`config.mk`:
```
export PLATFORM = sky130hd
export DESIGN_NAME = muldiv_unit
export DESIGN_NICKNAME = d
export VERILOG_FILES = /design/src/rtl/muldiv_unit.sv
export SDC_FILE = /design/constraint.sdc
export NUM_CORES = 1
export LEC_CHECK = 0
export CAP_MARGIN = 30
export CORE_MARGIN = 2
export CORE_UTILIZATION = 65
export DETAILED_ROUTE_END_ITERATION = 8
export PLACE_DENSITY = 0.95
export SLEW_MARGIN = 20
export SYNTH_ARGS = -nofsm -noshare
export SYNTH_HDL_FRONTEND = slang
export SYNTH_SLANG_ARGS = --single-unit
```
`constraint.sdc`:
```
create_clock -name clk -period 11 [get_ports clk]
set_input_delay 3.3 -clock clk [delete_from_list [all_inputs] [get_ports clk]]
set_output_delay 3.3 -clock clk [all_outputs]
set_load 0.05 [all_outputs]
```
`src/rtl/muldiv_unit.sv`:
```
`default_nettype none
// ============================================================================
// Module   : muldiv_unit
// Brief    : Iterative signed multiply (radix-2 Booth) / divide (restoring)
// Revision : 1.0  initial release
// ============================================================================
module muldiv_unit #(
    parameter int WIDTH = 32
) (
    input  logic             clk,
    input  logic             clr,
    input  logic             start,
    input  logic             op,
    input  logic [WIDTH-1:0] a,
    input  logic [WIDTH-1:0] b,
    output logic             busy,
    output logic             done,
    output logic [WIDTH-1:0] hi,
    output logic [WIDTH-1:0] lo,
    output logic             dbz
);

    localparam int CW = $clog2(WIDTH);

    localparam logic [1:0]    c_IDLE = 2'd0;
    localparam logic [1:0]    c_RUN  = 2'd1;
    localparam logic [1:0]    c_FIX  = 2'd2;
    localparam logic [1:0]    c_DONE = 2'd3;
    localparam logic [CW-1:0] c_LAST = CW'(WIDTH - 1);

    logic [1:0]       r_state;
    logic [CW-1:0]    r_cnt;
    logic             r_op;
    logic             r_neg_q;
    logic             r_neg_r;
    logic             r_q1;
    logic [WIDTH-1:0] r_hw;     // Booth accumulator / partial remainder
    logic [WIDTH-1:0] r_lw;     // multiplier / dividend-then-quotient
    logic [WIDTH-1:0] r_m;      // multiplicand / divisor magnitude
    logic [WIDTH-1:0] r_hi;
    logic [WIDTH-1:0] r_lo;
    logic             r_dbz;

    logic             w_accept;
    logic [WIDTH:0]   w_booth_sum;
    logic [WIDTH:0]   w_shift;
    logic [WIDTH:0]   w_diff;
    logic [WIDTH-1:0] w_abs_a;
    logic [WIDTH-1:0] w_abs_b;

    assign busy     = (r_state == c_RUN) || (r_state == c_FIX);
    assign done     = (r_state == c_DONE);
    assign hi       = r_hi;
    assign lo       = r_lo;
    assign dbz      = r_dbz;
    assign w_accept = start && !busy;
    assign w_abs_a  = a[WIDTH-1] ? (~a + 1'b1) : a;
    assign w_abs_b  = b[WIDTH-1] ? (~b + 1'b1) : b;

    // Sum kept one bit wider so the arithmetic shift never loses the sign
    always_comb begin
        w_booth_sum = {r_hw[WIDTH-1], r_hw};
        case ({r_lw[0], r_q1})
            2'b10:   w_booth_sum = {r_hw[WIDTH-1], r_hw} - {r_m[WIDTH-1], r_m};
            2'b01:   w_booth_sum = {r_hw[WIDTH-1], r_hw} + {r_m[WIDTH-1], r_m};
            default: w_booth_sum = {r_hw[WIDTH-1], r_hw};
        endcase
    end

    assign w_shift = {r_hw, r_lw[WIDTH-1]};
    assign w_diff  = w_shift - {1'b0, r_m};

    always_ff @(posedge clk or negedge clr) begin
        if (!clr) begin
            r_state <= c_IDLE;
            r_cnt   <= '0;
            r_op    <= 1'b0;
            r_neg_q <= 1'b0;
            r_neg_r <= 1'b0;
            r_q1    <= 1'b0;
            r_hw    <= '0;
            r_lw    <= '0;
            r_m     <= '0;
            r_hi    <= '0;
            r_lo    <= '0;
            r_dbz   <= 1'b0;
        end else begin
            case (r_state)
                c_RUN: begin
                    r_cnt <= r_cnt + 1'b1;
                    if (r_op) begin
                        if (!w_diff[WIDTH]) begin
                            r_hw <= w_diff[WIDTH-1:0];
                            r_lw <= {r_lw[WIDTH-2:0], 1'b1};
                        end else begin
                            r_hw <= w_shift[WIDTH-1:0];
                            r_lw <= {r_lw[WIDTH-2:0], 1'b0};
                        end
                    end else begin
                        r_hw <= w_booth_sum[WIDTH:1];
                        r_lw <= {w_booth_sum[0], r_lw[WIDTH-1:1]};
                        r_q1 <= r_lw[0];
                    end
                    if (r_cnt == c_LAST) begin
                        r_state <= c_FIX;
                    end
                end
                c_FIX: begin
                    if (r_op) begin
                        r_hi <= r_neg_r ? (~r_hw + 1'b1) : r_hw;
                        r_lo <= r_neg_q ? (~r_lw + 1'b1) : r_lw;
                    end else begin
                        r_hi <= r_hw;
                        r_lo <= r_lw;
                    end
                    r_dbz   <= 1'b0;
                    r_state <= c_DONE;
                end
                default: begin
                    if (w_accept) begin
                        r_op  <= op;
                        r_cnt <= '0;
                        r_hw  <= '0;
                        r_q1  <= 1'b0;
                        if (op && (b == '0)) begin
                            r_hi    <= a;
                            r_lo    <= '1;
                            r_dbz   <= 1'b1;
                            r_state <= c_DONE;
                        end else if (op) begin
                            r_m     <= w_abs_b;
                            r_lw    <= w_abs_a;
                            r_neg_q <= a[WIDTH-1] ^ b[WIDTH-1];
                            r_neg_r <= a[WIDTH-1];
                            r_state <= c_RUN;
                        end else begin
                            r_m     <= a;
                            r_lw    <= b;
                            r_state <= c_RUN;
                        end
                    end else begin
                        r_state <= c_IDLE;
                    end
                end
            endcase
        end
    end

endmodule
`default_nettype wire
```
==> results.sh <==
export IMPL_root_buffer="clkbuf_16"
export IMPL_initial_core_util_pct=66.4
export IMPL_yosys_register_bits=172
export IMPL_power_total_w=0.00655
export IMPL_yosysSeqAreaShare_pct=27.5
export IMPL_async_flop_share_pct=100
export IMPL_rsz0062_at_grt="no"
export IMPL_worstHoldEndpoint="hi[9]$_DFFE_PN0P_"
export IMPL_slowest_stage="nand2_1"
export IMPL_cts_tree="done"
export IMPL_period_minus_slack_ns=7.37
export IMPL_postCtsSetupRepairBufs=0
export IMPL_grt_usage_pct=39.7
export IMPL_design_area_um2=17600
export IMPL_setup_tns_ns=0
export IMPL_regToRegEndpoint="r_hw[29]$_DFFE_PN0P_"
export IMPL_critPathLaunchType="input port"
export IMPL_tightest_slew_ns=1.08
export IMPL_cts_sinks=172
export IMPL_ir_drop_uv=249
export IMPL_antenna_found_initial=1
export IMPL_mostFrequentLayoutCell="nand2_1"
export IMPL_core_rowCount=56
export IMPL_ys_flop_type="dfrtp_1"
export IMPL_fin_skew_ns=0.0151
export IMPL_io_buffers=134
export IMPL_crit_arrival_ns=7.72
export IMPL_min_path_cells=2
export IMPL_die_width_um=159
export IMPL_powerDensity_nw_per_um2=373
export IMPL_hp_class="register to register"
export IMPL_ff2ff_setup_slack_ns=6.07
export IMPL_finalHoldViolations=0
export IMPL_place_congestion=1.05
export IMPL_antenna_left=0
export IMPL_grt_pass1_wl_um=81000
export IMPL_slew_viol_final=0
export IMPL_syn_nets=2190
export IMPL_clock_latency_ns=0.45
export IMPL_synth_avg_cell_area_um2=7.65
export IMPL_slowest_delay_ns=0.67
export IMPL_finalWorstSetupSlack_ns=3.63
export IMPL_fillers=1672
export IMPL_avgRoutedWirePerCell_um=21.5
export IMPL_htree_levels=4
export IMPL_dieArea_um2=25300
export IMPL_setup_viol=0
export IMPL_final_cell_mix="nand2_1, o21ai_0, dfrtp_1, a21oi_1, nor2_1"
export IMPL_postLayoutCoreUtil_pct=74.6
export IMPL_cts_buffers=17
export IMPL_slew_limit_headroom_pct=27.6
export IMPL_routed_wl_um=51700
export IMPL_vias_per_cell=6.92
export IMPL_ctsHoldBuffers=0
export IMPL_cts_buffer_depth=2
export IMPL_crit_fanout=34
export IMPL_synthDistinctLibCells=75
export IMPL_reg2reg_depth=16
export IMPL_cts_repair_resized=0
export IMPL_boundaryPins=135
export IMPL_regArea_um2=4310
export IMPL_status="finished with violations"
export IMPL_place_ws_ns=3.39
export IMPL_required_ns=11.35
export IMPL_die_y_um=159
export IMPL_multi_input_area_um2=10500
export IMPL_via_count=16700
export IMPL_maxCapViolCount=0
export IMPL_hp_start="hi[9]$_DFFE_PN0P_"
export IMPL_layout_nets=2225
export IMPL_path_clk_slew_ns=0.07
export IMPL_leakagePower_nw=7.27
export IMPL_ys_warn_count=0
export IMPL_syn_to_final_growth_pct=12.3
export IMPL_antenna_cells=0
export IMPL_remaining_drc_errors=1
export IMPL_drtIter0Drc=2104
export IMPL_period_share_pct=67.0
export IMPL_grt_pass1_vias=15500
export IMPL_dr_pass1_iters=9
export IMPL_synth_edf_count=0
export IMPL_core_um2=23500
export IMPL_violations="DRC"
export IMPL_place_area_um2=17000
export IMPL_path_class="input port to register"
export IMPL_synth_cells=2044
export IMPL_grt_overflow_total=0
export IMPL_path_cells="clkdlybuf4s50_1 > or3_1 > or3_4 > or4_4 > or4_4 > nor4b_4 > inv_1 > nand2_1 > buf_4 > nand2_1 > o21ai_0"
export IMPL_hpwl_um=37500
export IMPL_r2r_start="r_m[2]$_DFFE_PN0P_"
export IMPL_syn_area_um2=15600
export IMPL_grt_max_degree=97
export IMPL_drive_above_1_share_pct=4.97
export IMPL_crit_path_end_kind="register"
export IMPL_max_freq_ghz=0.136
synthesized netlist by cell type, drive strengths merged, types with 12 or more instances:
library cell	instances	share of area, %
a211oi	22	1.1
nor3	30	0.96
a21oi	167	5.4
a32o	12	0.77
a22oi	18	0.86
nor4	18	0.72
dfrtp	172	28
mux2i	52	3.3
clkbuf	106	2.6
o21a	13	0.62
xnor2	107	6.0
ha	76	6.1
nand3	25	0.80
a21o	24	1.2
o31ai	33	1.6
xor2	92	5.2
or4	16	0.82
nand2	284	6.8
o211ai	25	1.2
inv	74	1.8
nor2	164	4.0
a31oi	53	2.1
o21ai	272	9.4
or3	19	0.79
buf	30	1.2
nor2b	13	0.52
o41ai	14	0.78
worst max path at each step:
| stage | cells after the start | endpoint | from |
|---|---|---|---|
| after floorplan | 11 | hi[2]$_DFFE_PN0P_ | b[4] |
| after global placement | 10 | r_lw[0]$_DFFE_PN0P_ | b[4] |
| after detailed placement | 10 | r_m[29]$_DFFE_PN0P_ | b[3] |
| after CTS | 11 | r_m[22]$_DFFE_PN0P_ | b[3] |
| after global routing | 11 | r_m[22]$_DFFE_PN0P_ | b[3] |
| final | 11 | r_m[22]$_DFFE_PN0P_ | b[3] |
flip-flops by register name (all words and copies together), names as in the netlist:
name and cells:
r_hw 32, lo 32, r_m 32, hi 32, r_state 2, dbz 1
r_neg_r 1, r_cnt 5, r_neg_q 1, r_lw 32, r_q1 1, r_op 1
layer usage:
layer | global-route usage [%] | share of wire (%)
met5 | 0 | 0.029
met4 | 24.5 | 7.0
met3 | 8.26 | 12
met2 | 63.9 | 45
met1 | 49.1 | 36
power breakdown:
group | switching (W) | leakage (nW) | total, W | internal [W]
Combinational | 0.00292 | 4.85 | 0.00458 | 0.00165
Sequential | 0.000443 | 2.14 | 0.00136 | 0.000922
Clock | 0.000302 | 0.280 | 0.000610 | 0.000308
area by class of cell:
cell class / count / area share, %
Sequential cell: 172 / 24.5
Tap cell: 319 / 2.27
Clock buffer: 18 / 2.50
Timing Repair Buffer: 152 / 8.53
Multi-Input combinational cell: 1662 / 59.8
Clock inverter: 14 / 0.813
Inverter: 74 / 1.58
worst max-delay path, delay by kind of cell:
kind	cells	cell delay, ns
AO/OA/AOI/OAI	1	0.12
buffers and inverters	3	1.13
AND/OR/NAND/NOR	7	3.16
logic make-up after synthesis:
logic type               Yosys count  synth area share, %
AO/OA/AOI/OAI                    701                 27.6
XOR/XNOR                         199                 11.1
multiplexers                      61                 3.98
buffers and inverters            210                 5.53
AND/OR/NAND/NOR                  623                 17.9
adder cells (fa/ha/maj)           78                 6.34
flip-flops                       172                 27.5
through the flow:
stage	hold WS, ns	std cells
finish	0.487	2411
global route	0.515	2411
CTS	0.489	2411
detailed placement	0.470	2379
floorplan	0.445	2044
global placement	0.455	2378
Note: power is estimated with default switching activity, not from simulation.
